File: src/rtl/motor_cmd_scheduler.sv
// rtl/motor_cmd_scheduler.sv - remote/avoidance command arbiter with slew-limited PWM outputs
//
// Ports:
//   PCLK, PRESET          clock, synchronous active-high reset
//   cmd_valid, cmd_word   remote command strobe and payload
//                         [0] en_r [1] dir_r [2] en_l [3] dir_l [15:8] duty_r [23:16] duty_l
//   bump_l, bump_r        pre-synchronised bumper levels
//   PWM_DUTY_x/EN_x/DIR_x applied per-side duty, enable and direction (x = R, L)
//   state                 IDLE=0 DRIVE=1 STOP=2 BACKUP=3 TURN=4
//   override              high while the avoidance manoeuvre owns the motors
module motor_cmd_scheduler #(
  parameter int RAMP_DIV    = 100000,
  parameter int RAMP_STEP   = 4,
  parameter int BACK_CYCLES = 50000000,
  parameter int TURN_CYCLES = 25000000,
  parameter int BACK_DUTY   = 128,
  parameter int TIMEOUT     = 100000000
) (
  input  logic        PCLK,
  input  logic        PRESET,
  input  logic        cmd_valid,
  input  logic [23:0] cmd_word,
  input  logic        bump_l,
  input  logic        bump_r,
  output logic [7:0]  PWM_DUTY_R,
  output logic [7:0]  PWM_DUTY_L,
  output logic        PWM_EN_R,
  output logic        PWM_EN_L,
  output logic        PWM_DIR_R,
  output logic        PWM_DIR_L,
  output logic [2:0]  state,
  output logic        override
);

  typedef enum logic [2:0] {
    S_IDLE   = 3'd0,
    S_DRIVE  = 3'd1,
    S_STOP   = 3'd2,
    S_BACKUP = 3'd3,
    S_TURN   = 3'd4
  } state_t;

  localparam logic [7:0] STEP  = 8'(RAMP_STEP);
  localparam logic [7:0] BDUTY = 8'(BACK_DUTY);

  state_t      cur_state, nxt_state;
  logic [31:0] tick_cnt, wd_cnt, phase_cnt;
  logic        tick, bump_any, wd_last, phase_done, bump_lat_l;
  logic        tgt_dir_r, tgt_dir_l, nxt_dir_r, nxt_dir_l;
  logic [7:0]  tgt_duty_r, tgt_duty_l, nxt_duty_r, nxt_duty_l;
  logic [8:0]  ramp_r, ramp_l;
  logic        unused_cmd_bits;

  assign unused_cmd_bits = ^cmd_word[7:4];
  assign tick       = (tick_cnt == 32'(RAMP_DIV - 1));
  assign bump_any   = bump_l | bump_r;
  assign wd_last    = (wd_cnt == 32'(TIMEOUT - 1));
  assign phase_done = (cur_state == S_BACKUP) ? (phase_cnt == 32'(BACK_CYCLES - 1))
                                              : (phase_cnt == 32'(TURN_CYCLES - 1));
  assign state      = cur_state;

  // One ramp tick for one side, returned as {dir, duty}. A direction change
  // first drains duty to zero, and only then flips dir (duty stays 0 that tick).
  function automatic logic [8:0] ramp_step(input logic dir, input logic [7:0] duty,
                                           input logic tdir, input logic [7:0] tduty);
    logic [8:0] res;
    res = {dir, duty};
    if (dir != tdir) begin
      if (duty == 8'd0)     res = {tdir, 8'd0};
      else if (duty > STEP) res = {dir, duty - STEP};
      else                  res = {dir, 8'd0};
    end else if (duty < tduty) begin
      res = (tduty - duty > STEP) ? {dir, duty + STEP} : {dir, tduty};
    end else if (duty > tduty) begin
      res = (duty - tduty > STEP) ? {dir, duty - STEP} : {dir, tduty};
    end
    return res;
  endfunction

  assign ramp_r = ramp_step(PWM_DIR_R, PWM_DUTY_R, tgt_dir_r, tgt_duty_r);
  assign ramp_l = ramp_step(PWM_DIR_L, PWM_DUTY_L, tgt_dir_l, tgt_duty_l);

  // State register
  always_ff @(posedge PCLK) begin
    if (PRESET) cur_state <= S_IDLE;
    else        cur_state <= nxt_state;
  end

  // Next-state logic; bumpers win over a same-cycle command
  always_comb begin
    nxt_state = cur_state;
    case (cur_state)
      S_IDLE:   if (bump_any) nxt_state = S_STOP;
                else if (cmd_valid) nxt_state = S_DRIVE;
      S_DRIVE:  if (bump_any) nxt_state = S_STOP;
                else if (!cmd_valid && wd_last) nxt_state = S_IDLE;
      S_STOP:   if (PWM_DUTY_R == 8'd0 && PWM_DUTY_L == 8'd0) nxt_state = S_BACKUP;
      S_BACKUP: if (phase_done) nxt_state = S_TURN;
      S_TURN:   if (phase_done) nxt_state = S_IDLE;
      default:  nxt_state = S_IDLE;
    endcase
  end

  // Output logic
  always_comb begin
    override = 1'b0;
    case (cur_state)
      S_STOP, S_BACKUP, S_TURN: override = 1'b1;
      default:                  override = 1'b0;
    endcase
  end

  // Targets follow the state being entered, so they land together with it
  always_comb begin
    nxt_dir_r  = tgt_dir_r;
    nxt_dir_l  = tgt_dir_l;
    nxt_duty_r = tgt_duty_r;
    nxt_duty_l = tgt_duty_l;
    case (nxt_state)
      S_DRIVE: if (cmd_valid) begin
        nxt_dir_r  = cmd_word[1];
        nxt_dir_l  = cmd_word[3];
        nxt_duty_r = cmd_word[0] ? cmd_word[15:8]  : 8'd0;
        nxt_duty_l = cmd_word[2] ? cmd_word[23:16] : 8'd0;
      end
      S_BACKUP: begin
        nxt_dir_r  = 1'b1;
        nxt_dir_l  = 1'b1;
        nxt_duty_r = BDUTY;
        nxt_duty_l = BDUTY;
      end
      S_TURN: begin
        // Left bump (or both) pivots right: left wheel forward, right reverse
        nxt_dir_l  = ~bump_lat_l;
        nxt_dir_r  = bump_lat_l;
        nxt_duty_r = BDUTY;
        nxt_duty_l = BDUTY;
      end
      default: begin
        nxt_dir_r  = 1'b0;
        nxt_dir_l  = 1'b0;
        nxt_duty_r = 8'd0;
        nxt_duty_l = 8'd0;
      end
    endcase
  end

  always_ff @(posedge PCLK) begin
    if (PRESET) begin
      tick_cnt   <= '0;
      wd_cnt     <= '0;
      phase_cnt  <= '0;
      bump_lat_l <= 1'b0;
      tgt_dir_r  <= 1'b0;
      tgt_dir_l  <= 1'b0;
      tgt_duty_r <= 8'd0;
      tgt_duty_l <= 8'd0;
      PWM_DUTY_R <= 8'd0;
      PWM_DUTY_L <= 8'd0;
      PWM_EN_R   <= 1'b0;
      PWM_EN_L   <= 1'b0;
      PWM_DIR_R  <= 1'b0;
      PWM_DIR_L  <= 1'b0;
    end else begin
      tick_cnt   <= tick ? '0 : tick_cnt + 32'd1;
      wd_cnt     <= (cur_state == S_DRIVE && !cmd_valid) ? wd_cnt + 32'd1 : '0;
      phase_cnt  <= (nxt_state != cur_state ||
                     !(cur_state == S_BACKUP || cur_state == S_TURN)) ? '0 : phase_cnt + 32'd1;
      tgt_dir_r  <= nxt_dir_r;
      tgt_dir_l  <= nxt_dir_l;
      tgt_duty_r <= nxt_duty_r;
      tgt_duty_l <= nxt_duty_l;
      if (nxt_state == S_STOP && cur_state != S_STOP) bump_lat_l <= bump_l;
      else if (cur_state == S_TURN && nxt_state == S_IDLE) bump_lat_l <= 1'b0;
      if (tick) begin
        {PWM_DIR_R, PWM_DUTY_R} <= ramp_r;
        {PWM_DIR_L, PWM_DUTY_L} <= ramp_l;
        PWM_EN_R <= (ramp_r[7:0] != 8'd0);
        PWM_EN_L <= (ramp_l[7:0] != 8'd0);
      end
    end
  end

endmodule

File: config.mk
export PLATFORM = sky130hd
export DESIGN_NAME = motor_cmd_scheduler
export DESIGN_NICKNAME = d
export VERILOG_FILES = /design/src/rtl/motor_cmd_scheduler.sv
export SDC_FILE = /design/constraint.sdc
export NUM_CORES = 1
export LEC_CHECK = 0
export CAP_MARGIN = 20
export CORE_ASPECT_RATIO = 1.2
export CORE_MARGIN = 2
export CORE_UTILIZATION = 25
export DETAILED_ROUTE_END_ITERATION = 12
export PLACE_DENSITY_LB_ADDON = 0.05
export SYNTH_ARGS = -nofsm -noshare
export SYNTH_HDL_FRONTEND = slang
export SYNTH_SLANG_ARGS = --single-unit
File: constraint.sdc
create_clock -name PCLK -period 9.3 [get_ports PCLK]
set_input_delay 1.86 -clock PCLK [delete_from_list [all_inputs] [get_ports PCLK]]
set_output_delay 1.86 -clock PCLK [all_outputs]
set_load 0.005 [all_outputs]
-- Yosys cells after proc, flatten, opt, wreduce, memory -nomap -nowiden
Index checks and enable logic that the tools add are counted.
- add/sub/neg operators: 11
- $lt $le $gt $ge: 10
- equal/unequal tests: 17
- multiplexer cells: 36
- bitwise logic cells: 3
- reduce and logical (&&, ||, !) cells: 23
- operator list (operator ; number):
    $mux W8 ; 14
    $add A32 B1 Y32 const B ; 3
    $gt A8 B3 Y1 const B ; 6
    $mux W9 ; 4
    $eq A32 B17 Y1 const B ; 1
    $eq A32 B25 Y1 const B ; 1
    $eq A32 B26 Y1 const B ; 1
    $eq A32 B27 Y1 const B ; 1
    $pmux W8 S2 ; 2
    $sub A8 B8 Y8 ; 4
    $mux W3 ; 7
    $add A8 B3 Y8 const B ; 2
    $gt A8 B8 Y1 ; 2
    $logic_not A8 Y1 ; 2
    $lt A8 B8 Y1 ; 2
    $reduce_bool A8 Y1 ; 2
    $sub A8 B3 Y8 const B ; 2
    $pmux W3 S5 ; 1
    $eq A3 B2 Y1 const B ; 4
    $reduce_or A2 Y1 ; 4
    $eq A3 B1 Y1 const B ; 2
    $eq A3 B3 Y1 const B ; 2
    $logic_not A3 Y1 ; 2
    $mux W1 ; 6
    13 further kinds ; 23
- bits in registers: 138
- input port bits: 29
- output and inout port bits: 24
- logic and storage cells: 115

-- Longest topological paths before layout
Gate-level depths: netlist of the first run.
- word-level depth: 9
- gate-level depth with buffers: 15
- mapped depth without buffers: 13

-- Worst setup path before layout of the first run
No wires, ideal clock.
- path type: reg2reg
- start point: register PWM_DUTY_R[4]
- end point: register PWM_EN_R
- library setup time: 127 ps
- arrival time: 3227 ps
- data required time: 9173 ps
- slack: 5946 ps
- cell stages (with the launch flop): 16
- buffers on the path: 3
- clock period less this slack: 3354 ps
- path through: dfxtp_1 -> clkbuf_1 -> inv_1 -> ha_1 -> buf_6 -> o21ai_2 -> a21o_1 -> nor3_1 -> a311o_1 -> or4_4 -> buf_6 -> o21ai_2 -> o22ai_1 -> a211o_1 -> nor4_1 -> a31oi_1
- cells in the longest elaborated chain, start to end: 7
- elaborated cells between the ends (all ways): 18
- classes of those cells: 4 x add/sub; 5 x order compare; 7 x mux; 2 x reduce/logical
- ends and longest elaborated chain (element ; line ; text):
    start, declared ; 25 ; output logic [7:0] PWM_DUTY_R,
    start signal, assigned ; 176 ; {PWM_DIR_R, PWM_DUTY_R} <= ramp_r;
    $sub A8 B8 Y8 ; 75 ; res = (duty - tduty > STEP) ? {dir, duty - STEP} : {dir, tduty};
    $gt A8 B3 Y1 ; 75 ;
    $mux W8 ; 75 ;
    $mux W8 ; 74 ; end else if (duty > tduty) begin
    $mux W8 ; 72 ; end else if (duty < tduty) begin
    $mux W9 (*) ; 68 ; if (dir != tdir) begin
    $reduce_bool A8 Y1 (*) ; 178 ; PWM_EN_R <= (ramp_r[7:0] != 8'd0);
    end signal, assigned ; 178 ;
    end, declared ; 27 ; output logic PWM_EN_R,
Mark *: on every way between the ends. The rest lies on a longest branch, timed or not. The select of a mux whose other input is x is not followed.
A chain may end at the register's enable or synchronous reset.

-- Final worst setup path of the first run
- start point: input port cmd_valid
- end point: register tgt_duty_r[4]
- cells in the longest elaborated chain, start to end: 8
- elaborated cells between the ends (all ways): 13
- classes of those cells: 4 x eq/ne; 6 x mux; 3 x reduce/logical
- ends and longest elaborated chain (element ; line ; text):
    start, declared ; 21 ; input logic cmd_valid,
    $logic_not A1 Y1 ; 96 ; else if (!cmd_valid && wd_last) nxt_state = S_IDLE;
    $logic_and A1 B1 Y1 ; 96 ;
    $mux W3 ; 96 ;
    $mux W3 ; 95 ; S_DRIVE: if (bump_any) nxt_state = S_STOP;
    $pmux W3 S5 ; 92 ; case (cur_state)
    $eq A3 B3 Y1 / $eq A3 B2 Y1 (equally long branches) ; 119 ; case (nxt_state)
    $reduce_or A2 Y1 (no source line) ; n/a ;
    $pmux W8 S2 ; 119 ;
    end signal, assigned ; 171 ; tgt_duty_r <= nxt_duty_r;
    end, declared ; 50 ; logic [7:0] tgt_duty_r, tgt_duty_l, nxt_duty_r, nxt_duty_l;
Several ways; a longest one is shown, not always the timed one.

==> results.json, run 1 <==
{
  "ys_top_cells_by_area": "dfxtp_1, nor2_1, ha_1, xor2_1, nand3_1",
  "rows": 73,
  "worst_pin_slew_ns": 0.9006,
  "ys_types": 71,
  "postRouteAntennaNets": 0,
  "dieArea_sq_um": 35420,
  "core_area_sq_um": 33250,
  "cp-end-kind": "flip-flop",
  "synth_top_flop_cell": "dfxtp_1",
  "startpoint_type": "input port",
  "maxSlewViolCount": 0,
  "fmax_mhz": 228.3,
  "postCtsSetupRepairBufs": 0,
  "antenna_found_initial": 0,
  "seq_area_frac_synth_pct": 32.58,
  "synth_seq_cells": 138,
  "place_area_sq_um": 9376,
  "postRouteWirelength_um": 25090,
  "vias_per_cell": 4.820,
  "fin_area_sq_um": 10010,
  "vias": 7626,
  "start_util_pct": 25.51,
  "drive_above_1_share_pct": 5.389,
  "setup-tns-final_ns": 0,
  "cts.reportedPaths.clkPinSlew_ns": 0.06,
  "drc_errors": 0,
  "hold_class": "reg -> reg",
  "pin_count": 53,
  "antenna_cells": 0,
  "cp_data_required_time_ns": 9.58,
  "cp.arrival_ns": 4.66,
  "grt_pass1_vias": 7538,
  "ir_drop_mv": 0.08538,
  "cp_slowest_cell": "nor3_1",
  "nNetsFinal": 1191,
  "fillCellCount": 3644,
  "min_period_ns": 4.381,
  "drv_cap": 0,
  "async_flop_share_pct": 0,
  "h-tree-depth": 4,
  "synth-edff-count": 0,
  "cts_sinks": 138,
  "syn-num-nets": 1160,
  "setup_viol": 0,
  "routedWlPerCell_um": 15.86,
  "portBuffers": 48,
  "critPathMaxFanout": 25,
  "yosys_warnings": 0,
  "hpwl_um": 18170,
  "clk_latency_ns": 0.42,
  "cts_resized": 0,
  "path_cells": "clkdlybuf4s50_1 > buf_4 > nor4_1 > nand4_1 > nor3_1 > nor4_1 > nor3_1 > nor2_1 > nand2_1 > nor2_1",
  "postSynthCellCount": 1088,
  "synthDominantCellAreaShare_pct": 32.58,
  "area_delta_synth_final_pct": 18.01,
  "cts-root-buf": "clkbuf_16",
  "tritoncts": "done",
  "run_status": "finished, final reports clean",
  "crit_type": "in -> reg",
  "gp_congestion": 0.7829,
  "firstDrtPassIters": 5,
  "cts_made_buffers": 17,
  "die_w_um": 172.1,
  "timing.final.crit_share_pct": 47.11,
  "grt_max_degree": 33,
  "synth_area_leader_cell": "dfxtp_1",
  "path_delay_family": "simple AND/OR/NAND/NOR gates",
  "critPathBufInv": 2,
  "max-slew-margin-rel_pct": 39.50,
  "syn_area_per_cell_sq_um": 7.795,
  "grtUsageTotal_pct": 14.76,
  "grt_pass1_wl_um": 40820,
  "p_leak_nw": 3.482,
  "max_stage_delay_ns": 0.61,
  "rsz0062_at_grt": "false",
  "hold_viol_final": 0,
  "dieHeight_um": 205.8,
  "syn_area_sq_um": 8481,
  "drtIter0Drc": 408,
  "grt_overflow_total": 0,
  "clockBufferDepth": 2,
  "cts_hold_buffers": 0,
  "power_density_nw_per_um2": 143.7,
  "finalClockSkew_ns": 0.008614
}
## synthesized netlist by cell type (28+ instances only)
cell type / n
nor2_1: 165
dfxtp_1: 138
nand2_1: 84
nand3_1: 68
xor2_1: 55
o21ai_0: 49
a21oi_1: 48
inv_1: 48
ha_1: 41
xnor2_1: 38
and3_1: 35
nor3_1: 31
clkbuf_1: 28
## area by class of cell
type / instances / area, sq um / share of cell area, %
Clock buffer: 21 / 460.4 / 4.601
Clock inverter: 11 / 143.9 / 1.438
Inverter: 48 / 180.2 / 1.800
Multi-Input combinational cell: 859 / 5345 / 53.41
Sequential cell: 138 / 2763 / 27.60
Tap cell: 450 / 563.0 / 5.626
Timing Repair Buffer: 55 / 553.0 / 5.526
## metal layers
| metal | track usage (%) | vias to the layer above | part of all wire [%] |
|---|---|---|---|
| met5 | 0 | - | 0 |
| met3 | 2.847 | 16 | 3.2 |
| met4 | 4.022 | 0 | 1.2 |
| met1 | 18.93 | 3599 | 47 |
| met2 | 25.16 | 105 | 48 |
| li1 | - | 3906 | - |
## cell families (layout without fill, tap and decap cells)
logic type,Yosys count,after routing,synth area share (%)
AO/OA/AOI/OAI,207,207,16.18
XOR/XNOR,93,93,9.605
adder cells (fa/ha/maj),43,43,6.521
buffers and inverters,91,135,4.456
flip-flops,138,138,32.58
multiplexers,17,17,2.021
AND/OR/NAND/NOR,499,499,28.64
## worst reg2reg max path, cell delays in order (launching register included)
cell       delay (ns)
dfxtp_1          0.61
inv_1            0.28
ha_1             0.53
nand2_1          0.13
o21ai_0          0.32
mux2i_1          0.12
a2111oi_0        0.66
and3_1           0.57
a22oi_1          0.18
nor2_2           0.20
mux2i_1          0.13
nor4b_1          0.37
a21oi_1          0.10
## power by group
part	internal [mW]	total [mW]	switching [mW]	leakage [nW]
Combinational	0.0515	0.130	0.0786	2.07
Sequential	0.596	0.601	0.00565	1.11
Clock	0.436	0.707	0.271	0.297
Total	1.08	1.44	0.355	3.48
## through the flow
step	hold WS (ns)	std cells	setup WS, ns	utilization, %	total power [mW]
final	0.4586	1582	4.919	30.10	1.438
after global routing	0.4864	1582	4.648	30.10	1.503
after CTS	0.4667	1581	4.874	30.02	1.465
after detailed placement	0.4504	1549	4.438	28.20	0.7437
after global placement	0.4483	1549	4.406	28.20	0.7460
after floorplan	0.4260	1088	5.946	-	0.7003
## final timing paths
check,slack [ns],cells past startpoint,start,end
hold / removal,0.46,1,wd_cnt[0],wd_cnt[0]
setup reg to reg,4.97,12,PWM_DUTY_L[2],PWM_EN_L
setup / recovery,4.92,10,cmd_valid,tgt_duty_r[4]
hold reg to reg,0.46,1,wd_cnt[0],wd_cnt[0]
## layout by cell type, fill, tap and decap left out, types with 13 or more instances in the layout
cell,synthesis,layout
xor2_1,55,55
nand2_1,84,84
and3_1,35,35
nand4_1,18,18
nand3_1,68,68
dfxtp_1,138,138
nor3_1,31,30
a211oi_1,13,13
a31oi_1,13,13
inv_1,48,48
o21ai_0,49,49
or3_1,20,20
xnor2_1,38,38
nand2b_1,14,14
mux2i_1,16,16
clkbuf_16,0,17
ha_1,41,41
nor2_1,165,165
a21oi_1,48,48
clkdlybuf4s50_1,0,48
nor4_1,17,17
## sequential cells by signal (all words and copies together), names as in the netlist
| name | cells |
|---|---|
| phase_cnt | 32 |
| tick_cnt | 32 |
| wd_cnt | 32 |
| PWM_DUTY_L | 8 |
| PWM_DUTY_R | 8 |
| tgt_duty_l | 8 |
| tgt_duty_r | 8 |
| state | 3 |
| PWM_DIR_L | 1 |
| PWM_DIR_R | 1 |
| PWM_EN_L | 1 |
| PWM_EN_R | 1 |
| bump_lat_l | 1 |
| tgt_dir_l | 1 |
| tgt_dir_r | 1 |
Note: power is estimated with default switching activity, not from simulation.
==> inputs of run 2 (changes only) <==
clock period = 3.6 ns   (was 9.3 ns; I/O delays follow)
==> run 2 against run 1 <==
Against the previous run:
- sequential power grew to 2.6 times the previous value
- sequential cell count is the same
- via count up 3.0%
- global-route usage up 0.39 points
- clock power rose by 120%
- clock skew about the same
- cell area rose by 3.1%
- power up 140%
==> results.json, run 2 (synthesized netlist as in run 1, its figures left out) <==
{
  "min_period_ns": 3.394,
  "rsz0062_at_grt": "false",
  "die_w_um": 172.1,
  "postRouteWirelength_um": 25970,
  "layout_commonest_cell": "nor2_1",
  "clockBufferDepth": 2,
  "antenna_cells": 0,
  "cts-root-buf": "clkbuf_16",
  "firstDrtPassIters": 5,
  "drive_above_1_share_pct": 9.584,
  "cp-end-kind": "flip-flop",
  "gp_congestion": 0.8129,
  "dp.cells": 1595,
  "maxSlewViolCount": 0,
  "h-tree-depth": 4,
  "fillCellCount": 3657,
  "drtIter0Drc": 493,
  "drv_cap": 0,
  "ir_drop_mv": 0.2178,
  "crit_type": "reg -> reg",
  "path_delay_family": "compound AO/OA/AOI/OAI gates",
  "antenna_found_initial": 1,
  "dieArea_sq_um": 35420,
  "cts_made_buffers": 17,
  "critPathBufInv": 2,
  "core_area_sq_um": 33250,
  "dieHeight_um": 205.8,
  "fmax_mhz": 294.6,
  "stdcell_count": 1629,
  "clk_latency_ns": 0.42,
  "setup-tns-final_ns": 0,
  "grt_max_degree": 33,
  "final-seq-area_sq_um": 2763,
  "power_switching_share_pct": 25.78,
  "hpwl_um": 18980,
  "vias": 7855,
  "p_sw_mw": 0.9070,
  "hold_class": "reg -> reg",
  "cts_sinks": 138,
  "area_delta_synth_final_pct": 21.64,
  "final_cell_mix": "nor2_1, dfxtp_1, nand2_1",
  "internal_power_mw": 2.612,
  "multi_input_area_sq_um": 5390,
  "p_comb_share_pct": 11.0,
  "critPathMaxFanout": 6,
  "clock_power_share_pct": 44.8,
  "nNetsFinal": 1240,
  "p_seq_share_pct": 44.2,
  "timing.final.crit_share_pct": 94.29,
  "grt_pass1_vias": 7666,
  "p_leak_nw": 3.669,
  "routedWlPerCell_um": 15.94,
  "power_density_nw_per_um2": 341.1,
  "top_regs": "phase_cnt (32), tick_cnt (32), wd_cnt (32)",
  "grt_overflow_total": 0,
  "start_util_pct": 25.51,
  "path_cells": "inv_1 > ha_1 > fa_2 > nand2b_1 > a21o_1 > a311o_1 > or4_4 > buf_4 > o311a_1 > o221ai_2 > nor2_1 > a211oi_1",
  "startpoint_type": "flip-flop",
  "cp_data_required_time_ns": 3.93,
  "portBuffers": 48,
  "worst_pin_slew_ns": 0.7168,
  "cp_slowest_cell": "or4_4",
  "drc_errors": 0,
  "tritoncts": "done",
  "pin_count": 53,
  "grt_pass1_wl_um": 41980,
  "max-slew-margin-rel_pct": 51.77,
  "finalClockSkew_ns": 0.008189,
  "rows": 73,
  "grtUsageTotal_pct": 15.15,
  "cts.reportedPaths.clkPinSlew_ns": 0.06,
  "postRouteAntennaNets": 0,
  "vias_per_cell": 4.822,
  "hold_viol_final": 0,
  "setup_viol": 0,
  "max_stage_delay_ns": 0.57,
  "run_status": "finished, final reports clean",
  "cp.arrival_ns": 3.72
}
## run 2: area by class of cell
| type | count | share of cell area [%] |
|---|---|---|
| well taps | 450 | 5.458 |
| clock buffers | 23 | 4.536 |
| flip-flops and latches | 138 | 26.78 |
| multi-input cells | 860 | 52.25 |
| inverters | 48 | 1.747 |
| clock inverters | 7 | 0.4488 |
| repair buffers | 103 | 8.781 |
## run 2: worst reg2reg max path, delay by kind of cell, from the launching register on
kind,cells,cell delay [ns]
and+or+nand+nor,3,0.85
AOI/OAI and AO/OA,5,1.32
buffers and inverters,2,0.22
adders and majority gates,2,0.58
DFF,1,0.32
## run 2: routing by layer
layer	GRT usage (%)	vias up	wire length, um
met2	25.59	125	12370
li1	-	3997	-
met1	19.67	3704	12330
met3	2.654	27	868
met4	4.412	2	400
met5	0	-	11
## run 2: final timing paths
check | slack, ns | cells past startpoint | endpoint | startpoint
worst max-delay path | 0.21 | 12 | PWM_DUTY_R[3] | tgt_duty_r[0]
worst min-delay path | 0.46 | 1 | tick_cnt[0] | tick_cnt[0]
worst max register to register | 0.21 | 12 | PWM_DUTY_R[3] | tgt_duty_r[0]
worst min register to register | 0.46 | 1 | tick_cnt[0] | tick_cnt[0]
## run 2: repair_timing
action,CTS,global route
hold buffers,0,0
buffers inserted,0,3
endpoints found under the setup margin,0,6
resized for setup,0,10
## run 2: power by group through the flow
stage          clock (mW)  sequential (mW)  combinational, mW
6_report             1.58             1.55              0.387
5_1_grt              1.72             1.56              0.425
4_1_cts              1.65             1.55              0.373
3_5_place_dp            0             1.59              0.371
3_3_place_gp            0             1.59              0.375
2_1_floorplan           0             1.58              0.226
## run 2: metrics by stage
stage / cell area, sq um / hold slack (ns) / setup WS, ns / util, % / power (mW)
floorplan: 8481 / 0.4260 / 0.2463 / - / 1.809
global placement: 9734 / 0.4496 / 0.04286 / 29.28 / 1.963
detailed placement: 9734 / 0.4525 / 0.05756 / 29.28 / 1.959
CTS: 10250 / 0.4662 / 0.04467 / 30.83 / 3.577
global route: 10320 / 0.4829 / 0.02228 / 31.03 / 3.698
finish: 10320 / 0.4579 / 0.2056 / 31.03 / 3.519
==> inputs of run 3 (changes only) <==
CORE_MARGIN = unset   (was 2)
clock period = 4 ns   (was 3.6 ns; I/O delays follow)
==> run 3 against run 2 <==
Against the previous run:
- maximum frequency fell by 7.5%
- cell area decreased by 1.0%
- die area is 2.1% lower
- via count shrank 2.1%
- largest cell class unchanged
- critical path depth did not move
- setup slack better by 0.12 ns
- worst hold slack improved by 0.0080 ns
- sequential power down 9.7%
- clock skew up 0.0025 ns
- wire length down 2.1%
==> results.json, run 3 (synthesized netlist as in run 1, its figures left out) <==
{
  "cts.reportedPaths.clkPinSlew_ns": 0.07,
  "gp_congestion": 0.8168,
  "grt_overflow_total": 0,
  "postRouteWirelength_um": 25420,
  "dieHeight_um": 203.8,
  "reg2reg_depth": 12,
  "drc_errors": 0,
  "portBuffers": 48,
  "critPathMaxFanout": 12,
  "drive_above_1_share_pct": 7.593,
  "holdWs_ns": 0.4659,
  "finish.utilization_pct": 30.71,
  "postCtsSetupRepairBufs": 0,
  "cp.arrival_ns": 3.98,
  "worst_pin_slew_ns": 0.7672,
  "grt_pass1_vias": 7730,
  "cts_made_buffers": 17,
  "maxSlewViolCount": 0,
  "core_area_sq_um": 33250,
  "timing.final.crit_share_pct": 91.78,
  "rsz0062_at_grt": "false",
  "routedWlPerCell_um": 15.80,
  "reg2reg_slack_ns": 0.33,
  "crit_type": "reg -> reg",
  "run_status": "finished, final reports clean",
  "max-slew-margin-rel_pct": 48.31,
  "rows": 73,
  "antenna_found_initial": 0,
  "ir_drop_mv": 0.2076,
  "path_cells": "inv_1 > ha_1 > fa_1 > nand2b_1 > a21o_1 > a311o_1 > or4_4 > o32a_2 > mux2i_1 > nand3_1 > nor4_1 > a31oi_1",
  "pre_cts_ws_ns": 0.3009,
  "r2r_end": "PWM_EN_R",
  "antenna_cells": 0,
  "setup_viol": 0,
  "final_cell_mix": "nor2_1, dfxtp_1, nand2_1",
  "pin_count": 53,
  "hold_viol_final": 0,
  "p_leak_nw": 3.610,
  "max_stage_delay_ns": 0.66,
  "drtIter0Drc": 406,
  "tritoncts": "done",
  "h-tree-depth": 4,
  "drv_cap": 0,
  "grt_max_degree": 33,
  "layout_commonest_cell": "nor2_1",
  "vias_per_cell": 4.781,
  "finalClockSkew_ns": 0.01071,
  "top_regs": "phase_cnt (32), tick_cnt (32), wd_cnt (32)",
  "dp.cells": 1577,
  "start_util_pct": 25.51,
  "power_density_nw_per_um2": 333.8,
  "firstDrtPassIters": 4,
  "worstHoldEndpoint": "wd_cnt[0]",
  "cp_data_required_time_ns": 4.31,
  "area_delta_synth_final_pct": 20.40,
  "cp_slowest_cell": "or4_4",
  "grt_pass1_wl_um": 41430,
  "regToRegStartpoint": "tgt_duty_r[0]",
  "grtUsageTotal_pct": 15.30,
  "hold_class": "reg -> reg",
  "vias": 7692,
  "cts_resized": 0,
  "setup-tns-final_ns": 0,
  "min_from": "wd_cnt[0]",
  "stdcell_count": 1609,
  "hpwl_um": 18750,
  "die_w_um": 170.1,
  "fmax_mhz": 272.4,
  "cts_sinks": 138,
  "postRouteAntennaNets": 0,
  "min_path_cells": 1,
  "cp-end-kind": "flip-flop",
  "nNetsFinal": 1218,
  "min_period_ns": 3.671,
  "clk_latency_ns": 0.43,
  "clockBufferDepth": 2,
  "startpoint_type": "flip-flop",
  "dieArea_sq_um": 34670,
  "setup_ws_ns": 0.3287,
  "cts-root-buf": "clkbuf_16",
  "cts_hold_buffers": 0
}
==> run 3: changes by cell type in the layout (fill, tap and decap cells not counted), moves of 2 or more <==
cell	previous run	this run
clkbuf_1	4	2
clkinv_2	3	1
bufinv_16	0	3
clkbuf_8	2	4
buf_4	54	34
a2111oi_0	0	2
==> run 3: metrics by stage <==
| stage | instance area (sq um) | power (mW) |
|---|---|---|
| 2_1_floorplan | 8481 | 1.628 |
| 3_3_place_gp | 9587 | 1.747 |
| 3_5_place_dp | 9587 | 1.744 |
| 4_1_cts | 10210 | 3.476 |
| 5_1_grt | 10210 | 3.569 |
| 6_report | 10210 | 3.408 |
==> run 3: layout make-up <==
class / instances / area, sq um
sequential: 138 / 2763
tap: 450 / 563.0
fill: 3658 / 23040
clock buffer: 23 / 488.0
timing repair buffer: 82 / 735.7
clock inverter: 9 / 136.4
multi-input combinational: 859 / 5345
inverter: 48 / 180.2
==> run 3: how the worst max path moves through the flow <==
| stage | from | to | slack [ns] | cells after the start |
|---|---|---|---|---|
| floorplan | PWM_DUTY_R[4] | PWM_EN_R | 0.65 | 15 |
| global placement | tgt_duty_r[0] | PWM_EN_R | 0.31 | 12 |
| detailed placement | tgt_duty_r[0] | PWM_EN_R | 0.30 | 12 |
| CTS | tgt_duty_r[0] | PWM_EN_R | 0.30 | 12 |
| global route | tgt_duty_r[0] | PWM_EN_R | 0.13 | 12 |
| finish | tgt_duty_r[0] | PWM_EN_R | 0.33 | 12 |
==> run 3: report_power, final <==
part           total, mW  internal, mW  switching, mW
logic              0.315         0.127          0.188
registers           1.40          1.38         0.0129
clock network       1.70          1.05          0.644
==> run 3: worst max-delay path: cells and delay by family, from the launching register on <==
kind            cells  cell delay, ns
fa+ha+maj           2            0.64
buf+inv             1            0.08
flops               1            0.37
simple gates        4            1.16
compound gates      4            1.06
mux                 1            0.24
==> run 3: routing by layer <==
| layer | share of wire [%] | track usage (%) |
|---|---|---|
| met5 | 0 | 0 |
| met4 | 1.4 | 4.344 |
| met3 | 3.7 | 2.930 |
| met2 | 48 | 25.78 |
| met1 | 47 | 19.71 |
